==> config.mk <==
export PLATFORM = sky130hd
export DESIGN_NAME = i2c_gain_master
export DESIGN_NICKNAME = d
export VERILOG_FILES = /design/src/rtl/i2c_gain_master.sv
export SDC_FILE = /design/constraint.sdc
export NUM_CORES = 1
export LEC_CHECK = 0
export CAP_MARGIN = 15
export CORE_UTILIZATION = 50
export DETAILED_ROUTE_END_ITERATION = 12
export GPL_ROUTABILITY_DRIVEN = 0
export HOLD_SLACK_MARGIN = 0.08
export PLACE_DENSITY_LB_ADDON = 0.15
export SLEW_MARGIN = 40
export SYNTH_ARGS = -nofsm -noshare
export SYNTH_HDL_FRONTEND = slang
export SYNTH_SLANG_ARGS = --single-unit
==> constraint.sdc <==
create_clock -name clk -period 4.7 [get_ports clk]
set_clock_uncertainty 0.1 [all_clocks]
set_input_delay 0.94 -clock clk [delete_from_list [all_inputs] [get_ports clk]]
set_output_delay 0.94 -clock clk [all_outputs]
set_load 0.005 [all_outputs]
==> src/rtl/i2c_gain_master.sv <==
// I2C burst-write master: START, address, register byte, up to MAX_BURST data bytes, STOP.
// Define I2C_MASTER_RETRY_EN to retry an address NACK up to two times before flagging ack_error.
module i2c_gain_master #(
    parameter logic [6:0]  SLAVE_ADDR = 7'h6A,
    parameter int unsigned QTR_DIV    = 5,
    parameter int unsigned MAX_BURST  = 10
) (
    input  logic       clk,
    input  logic       rst,
    input  logic       start,
    input  logic [7:0] start_addr,
    input  logic [3:0] byte_count,
    output logic [3:0] data_idx,
    output logic       data_req,
    input  logic [7:0] wr_data,
    output logic       scl,
    output logic       sda_o,
    output logic       sda_oe,
    input  logic       sda_i,
    output logic       busy,
    output logic       done,
    output logic       ack_error
);

    typedef enum logic [3:0] {
        StIdle, StStart, StAddr, StAckA, StReg, StAckR, StData, StAckD, StStop
    } state_t;

    localparam logic [7:0] QtrLast  = 8'(QTR_DIV - 1);
    localparam logic [7:0] QtrPre   = 8'(QTR_DIV - 2);
    localparam logic [3:0] MaxBurst = 4'(MAX_BURST);

    state_t     state;
    logic [7:0] qtr_cnt;
    logic [1:0] phase;
    logic [2:0] bit_cnt;
    logic [7:0] shreg;
    logic [7:0] reg_addr;
    logic [3:0] n_bytes;
    logic       ack_nack;
`ifdef I2C_MASTER_RETRY_EN
    logic [1:0] retry_cnt;
    logic       restart;
`endif

    logic qtr_end, qtr_pre, more_data;
    assign qtr_end   = (qtr_cnt == QtrLast);
    assign qtr_pre   = (qtr_cnt == QtrPre);
    assign more_data = (data_idx < n_bytes);

    always_ff @(posedge clk) begin
        if (rst) begin
            state     <= StIdle;
            qtr_cnt   <= 8'd0;
            phase     <= 2'd0;
            bit_cnt   <= 3'd0;
            shreg     <= 8'd0;
            reg_addr  <= 8'd0;
            n_bytes   <= 4'd0;
            ack_nack  <= 1'b0;
            scl       <= 1'b1;
            sda_o     <= 1'b1;
            sda_oe    <= 1'b0;
            busy      <= 1'b0;
            done      <= 1'b0;
            data_req  <= 1'b0;
            ack_error <= 1'b0;
            data_idx  <= 4'd0;
`ifdef I2C_MASTER_RETRY_EN
            retry_cnt <= 2'd0;
            restart   <= 1'b0;
`endif
        end else begin
            done     <= 1'b0;
            data_req <= 1'b0;
            if (state != StIdle) qtr_cnt <= qtr_end ? 8'd0 : qtr_cnt + 8'd1;

            case (state)
                StIdle: begin
                    if (start) begin
                        state     <= StStart;
                        qtr_cnt   <= 8'd0;
                        phase     <= 2'd0;
                        reg_addr  <= start_addr;
                        n_bytes   <= (byte_count > MaxBurst) ? MaxBurst : byte_count;
                        data_idx  <= 4'd0;
                        scl       <= 1'b1;
                        sda_o     <= 1'b1;
                        sda_oe    <= 1'b1;
                        busy      <= 1'b1;
                        ack_error <= 1'b0;
`ifdef I2C_MASTER_RETRY_EN
                        retry_cnt <= 2'd0;
                        restart   <= 1'b0;
`endif
                    end
                end

                StStart: begin
                    if (qtr_end) begin
                        phase <= phase + 2'd1;
                        if (phase == 2'd0) begin
                            sda_o <= 1'b0;
                        end else if (phase == 2'd1) begin
                            scl <= 1'b0;
                        end else begin
                            state   <= StAddr;
                            shreg   <= {SLAVE_ADDR, 1'b0};
                            sda_o   <= SLAVE_ADDR[6];
                            bit_cnt <= 3'd0;
                            phase   <= 2'd0;
                        end
                    end
                end

                StAddr, StReg, StData: begin
                    if (qtr_end) begin
                        phase <= phase + 2'd1;
                        if (phase == 2'd1) begin
                            scl <= 1'b1;
                        end else if (phase == 2'd3) begin
                            scl <= 1'b0;
                            if (bit_cnt == 3'd7) begin
                                sda_oe <= 1'b0;
                                state  <= (state == StAddr) ? StAckA :
                                          (state == StReg)  ? StAckR : StAckD;
                            end else begin
                                bit_cnt <= bit_cnt + 3'd1;
                                shreg   <= {shreg[6:0], 1'b0};
                                sda_o   <= shreg[6];
                            end
                        end
                    end
                end

                StAckA, StAckR, StAckD: begin
                    // Fetch the next data byte one cycle before the ACK bit ends.
                    if (state != StAckA && phase == 2'd3 && qtr_pre && !ack_nack && more_data)
                        data_req <= 1'b1;
                    if (qtr_end) begin
                        phase <= phase + 2'd1;
                        if (phase == 2'd1) begin
                            scl <= 1'b1;
                        end else if (phase == 2'd2) begin
                            ack_nack <= sda_i;
                        end else if (phase == 2'd3) begin
                            scl     <= 1'b0;
                            sda_oe  <= 1'b1;
                            bit_cnt <= 3'd0;
                            if (ack_nack) begin
                                state <= StStop;
                                sda_o <= 1'b0;
`ifdef I2C_MASTER_RETRY_EN
                                if (state == StAckA && retry_cnt != 2'd2) begin
                                    retry_cnt <= retry_cnt + 2'd1;
                                    restart   <= 1'b1;
                                end else begin
                                    ack_error <= 1'b1;
                                end
`else
                                ack_error <= 1'b1;
`endif
                            end else if (state == StAckA) begin
                                state <= StReg;
                                shreg <= reg_addr;
                                sda_o <= reg_addr[7];
                            end else if (more_data) begin
                                state    <= StData;
                                shreg    <= wr_data;
                                sda_o    <= wr_data[7];
                                data_idx <= data_idx + 4'd1;
                            end else begin
                                state <= StStop;
                                sda_o <= 1'b0;
                            end
                        end
                    end
                end

                StStop: begin
                    if (qtr_end) begin
                        phase <= phase + 2'd1;
                        if (phase == 2'd0) begin
                            scl <= 1'b1;
                        end else if (phase == 2'd1) begin
                            sda_o <= 1'b1;
                        end else begin
`ifdef I2C_MASTER_RETRY_EN
                            if (restart) begin
                                restart <= 1'b0;
                                state   <= StStart;
                                phase   <= 2'd0;
                            end else begin
`else
                            begin
`endif
                                state  <= StIdle;
                                phase  <= 2'd0;
                                sda_oe <= 1'b0;
                                busy   <= 1'b0;
                                done   <= 1'b1;
                            end
                        end
                    end
                end

                default: state <= StIdle;
            endcase
        end
    end

endmodule

; Yosys cells after proc, flatten, opt, wreduce, memory -nomap -nowiden
; Index checks and enable logic that the tools add are counted.
[classes]
bitwise = 4
n_reduce_logical = 32
n_addsub = 4
n_mux = 121
eq_ne = 43
order_cmp = 2
[ops]
columns = op, n
row1 = $mux 4, 27
row2 = $mux 7, 14
row3 = $mux 1, 48
row4 = $ne 2x2->1 const B, 23
row5 = $mux 3, 12
row6 = $mux 8, 4
row7 = $reduce_and 15->1, 2
row8 = $pmux 7 s3, 1
row9 = $pmux 4 s5, 1
row10 = $eq 4x3->1 const B, 4
row11 = $reduce_and 14->1, 1
row12 = $reduce_and 13->1, 1
row13 = $mux 2, 6
row14 = $reduce_and 12->1, 1
row15 = $pmux 1 s5, 2
row16 = $reduce_and 10->1, 1
row17 = $ne 3x3->1 const B, 3
row18 = $pmux 3 s3, 1
row19 = $reduce_and 9->1, 1
row20 = $add 8x1->8 const B, 1
row21 = $eq 4x2->1 const B, 2
row22 = $eq 8x2->1 const B, 1
row23 = $eq 8x3->1 const B, 1
row24 = $pmux 4 s2, 1
row25 = 32 further kinds, 47
[totals]
ff_bits = 48
word_cells = 222
out_inout_bits = 11
inputBits = 24

; Logic depth before layout (Yosys ltp)
[logic_depth]
depth_word = 9
ltp_mapped = 8
ltp_nobuf = 7

; Worst setup path after synthesis
; No wires, ideal clock.
[synth_path]
kind = register -> register
startpoint = register phase[1]
endpoint = register state[0]
arrival_time_ns = 2.120
stages_incl_launch_ff = 9
slack_ns = 2.359
period_less_slack_ns = 2.341
n_path_buf = 1
setup_time_ns = 0.121
required_time_ns = 4.479
cell_sequence = dfxtp_1 > inv_1 > ha_1 > buf_2 > or3b_1 > nand3_1 > a221oi_2 > nor4_4 > mux2_4
[synth_via]
elab_chain_len = 3
word_cells_on_any_way = 14
cone_classes = eq/ne: 12 / reduce/logical: 2
[synth_lines]
columns = item, line_no
row1 = "start, declared", 35  ; logic [1:0] phase;
row2 = "start signal, assigned", 101  ; phase <= phase + 2'd1;
row3 = "start signal, assigned", 118  ; phase <= phase + 2'd1;
row4 = "start signal, assigned", 141  ; phase <= phase + 2'd1;
row5 = "$eq 2x1->1, or another cell as far along", n/a
row6 = $ne 2x2->1 (no line), n/a
row7 = $reduce_and 15->1 (no line) (*), n/a
row8 = "end signal, assigned", 107  ; state <= StAddr;
row9 = "end signal, assigned", 125  ; state <= (state == StAddr) ? StAckA :
row10 = "end signal, assigned", 151  ; state <= StStop;
row11 = "end, declared", 33  ; state_t state;
; Every way passes the cells marked *; elsewhere a longest branch is shown, timed or not.
; A chain may end at the register's enable or synchronous reset.

; Worst setup path after layout
[layout_path]
startpoint = register state[0]
endpoint = register shreg[1]
[layout_via]
elab_chain_len = 8
word_cells_on_any_way = 31
cone_classes = eq/ne: 20 / mux: 7 / reduce/logical: 4
[layout_lines]
columns = item, line_no
row1 = "start signal, assigned", 53  ; state <= StIdle;
row2 = "start signal, assigned", 81  ; state <= StStart;
row3 = "start signal, assigned", 107
row4 = $eq 4x2->1, "78, 163"
row5 = $mux 7, 163  ; end else if (state == StAckA) begin
row6 = $mux 7, 150  ; if (ack_nack) begin
row7 = $mux 7, 146  ; end else if (phase == 2'd3) begin
row8 = $mux 7, 144  ; end else if (phase == 2'd2) begin
row9 = $mux 7, 142  ; if (phase == 2'd1) begin
row10 = $mux 7, 140  ; if (qtr_end) begin
row11 = $pmux 7 s3, 78  ; case (state)
row12 = "end signal, assigned", 108  ; shreg <= {SLAVE_ADDR, 1'b0};
row13 = "end signal, assigned", 165  ; shreg <= reg_addr;
row14 = "end signal, assigned", 169  ; shreg <= wr_data;
row15 = "end, declared", 37  ; logic [7:0] shreg;
; Parallel ways exist; a longest one is shown, timed or not. The select of a mux whose other input is x is not followed.

==> out/results.txt <==
Clk root buf = clkbuf_8
Initial Utilization = 0.530
Hold WC Path Type = flop to flop
Int Pwr = 0.875 mW
Post-route ant nets = 0
Slew HR = 0.521
Ys async rst share = 0
Final WS setup = 1850 ps
GRT Residual Overflow = 0
Syn Std Cell Area = 0.00299 mm²
TritonCTS clock tree = built
Crit path kind = flop to flop
Clk_lat worst skew = 310 ps
Die W = 79.4 µm
Post-Syn Area per Cell = 8.29 µm²
Met3 Usage GRT = 0.0506
Layout net count = 418
Sink Count = 48
Highest-count cells in the layout ignoring fill and taps = dfxtp_1, nand2_1, clkdlybuf4s50_1
Total wire length = 7150 µm
RSZ-0062 raised after global routing = no
Drt pass-1 iters = 4
Final worst-path cycle share = 0.606
Core area = 0.00564 mm²
Leakage = 1.28 nW
Vias/cell = 5.98
Share of layout cells above drive strength 1 = 0.0789
Routed len/inst = 15.8 µm
Residual DRC = 0
Post-route setup TNS = 0 ps
Final HPWL DP = 4970 µm
Flop pwr share = 0.343
Status = finished clean
#FFs+latches synth = 48
Sw frac = 0.418
Data required, critical path = 4800 ps
Cell variety after synth = 65
PostCTS Resize Cnt = 0
M2 GR Usage = 0.409
Commonest non-fill, non-tap cell in the layout = dfxtp_1
Comb power frac = 0.477
Max Slew Vio Count = 0
I/O pins = 35
Clock power share = 0.180
Seq/Total Area, Yosys = 0.321
M1 GR Usage = 0.326
Vias in the first global route = 2545
Post-CTS Setup Inserts = 0
Die footprint = 0.00630 mm²
Clock transition at path regs = 90 ps
Arr. time, crit path = 2940 ps
CTS buffer count = 5
Fin crit period = 2850 ps
Top cell type's share of synthesized area = 0.321
Area leader, netlist = dfxtp_1
Critical path endpoint category = flop
Worst slack, placed = 1820 ps
# diodes = 0
Crit path max fanout = 29
Die height = 79.4 µm
Antenna violations before repair = 0
Hold_ws = 352 ps
Number of DRC markers in iteration 0 = 192
VDD IR max = 264 µV
YS warnings = 0
Row Count = 27
Clock Path Buffers = 2
Number of setup violations in the final report = 0
Most Crowded Layer GR = met2
Syn nets = 400
Total GRT Usage = 0.249
Worst-Margin Slew = 715 ps
Fmax = 351 MHz
Startpoint types = flop
Filler cell count = 526
P per Cell Area = 441 mW/mm²
Post-synth top flop = dfxtp_1
IO buf count = 34
Top post-synthesis cells by area = dfxtp_1, ha_1, nand2_1
Max-Cap Viols = 0
Area grow syn2layout = 13.8%
Cells after synthesis = 361
Post-CTS Hold Buffers = 0
EDFF count, synth = 0
Vias = 2703
First-pass GRT wire length = 12300 µm
Largest net degree at the start of global routing = 56
H-tree depth = 2
Fin. Hold Viols = 0
Net load switching power = 0.627 mW
-- stage by stage --
| step | instances | power [mW] | util | cell area, µm² |
|---|---|---|---|---|
| after floorplan | 361 | 1.07 | - | 2990 |
| after global placement | 444 | 1.22 | 0.586 | 3310 |
| after detailed placement | 444 | 1.23 | 0.586 | 3310 |
| after CTS | 452 | 1.50 | 0.603 | 3400 |
| after global routing | 452 | 1.61 | 0.604 | 3410 |
| final | 452 | 1.50 | 0.604 | 3410 |
-- cells in the mapped netlist (4+ instances only) --
library cell	count
nand2b_1	8
o21ai_0	15
ha_1	15
dfxtp_1	48
nand3_1	11
buf_2	5
and3_1	5
or4_1	4
nor2_1	32
a31oi_1	5
nor2b_1	12
o22ai_1	5
mux2i_1	12
a22oi_1	5
nor3_1	11
inv_1	11
a21oi_1	28
nand2_1	38
clkbuf_1	15
-- cells by family after synthesis --
group           synth area share
simple gates               0.286
xor+xnor                 0.00878
flops                      0.321
mux                       0.0690
buf+inv                   0.0552
compound gates             0.197
fa+ha+maj                 0.0627
-- critical path, cell delays in order, from the launching register on --
cell and delay (ps):
dfxtp_1 320, buf_4 280, nor2b_1 600, nand2_1 450, o311ai_4 600, mux2_1 380
-- power groups by stage --
stage / registers (mW) / clock network [mW] / logic, mW
2_1_floorplan: 0.499 / 0 / 0.575
3_3_place_gp: 0.522 / 0 / 0.702
3_5_place_dp: 0.524 / 0 / 0.710
4_1_cts: 0.515 / 0.272 / 0.714
5_1_grt: 0.524 / 0.290 / 0.798
6_report: 0.516 / 0.270 / 0.717
-- final timing paths --
path	from	depth (start not counted)	to	slack, ps
worst max register to register	state[0]$_SDFFE_PP0P_	5	shreg[1]$_SDFFE_PP0P_	1850
worst min register to register	n_bytes[0]$_SDFFE_PP0P_	2	n_bytes[0]$_SDFFE_PP0P_	350
worst min-delay path	n_bytes[0]$_SDFFE_PP0P_	2	n_bytes[0]$_SDFFE_PP0P_	350
worst max-delay path	state[0]$_SDFFE_PP0P_	5	shreg[1]$_SDFFE_PP0P_	1850
-- state kept, by name, summed over array words and instances, names as in the netlist, 2 cells and up, named ones only --
register and cells:
phase 2, shreg 7, n_bytes 4, qtr_cnt 8, state 4, data_idx 4, bit_cnt 3, reg_addr 8
-- final cells by class --
cell class | instances | area (µm²) | area share
Clock buffer | 7 | 86.3 | 0.0253
Clock inverter | 1 | 7.51 | 0.00220
Inverter | 11 | 41.3 | 0.0121
Multi-Input combinational cell | 277 | 1870 | 0.548
Sequential cell | 48 | 962 | 0.283
Tap cell | 72 | 90.1 | 0.0265
Timing Repair Buffer | 36 | 350 | 0.103
-- metal layers --
metal / wire [µm] / vias up
met5: 0 / -
met2: 3440 / 92
met1: 3190 / 1266
met4: 101 / 0
met3: 416 / 10
li1: - / 1335
No activity file was read; power rests on OpenSTA's default activity.
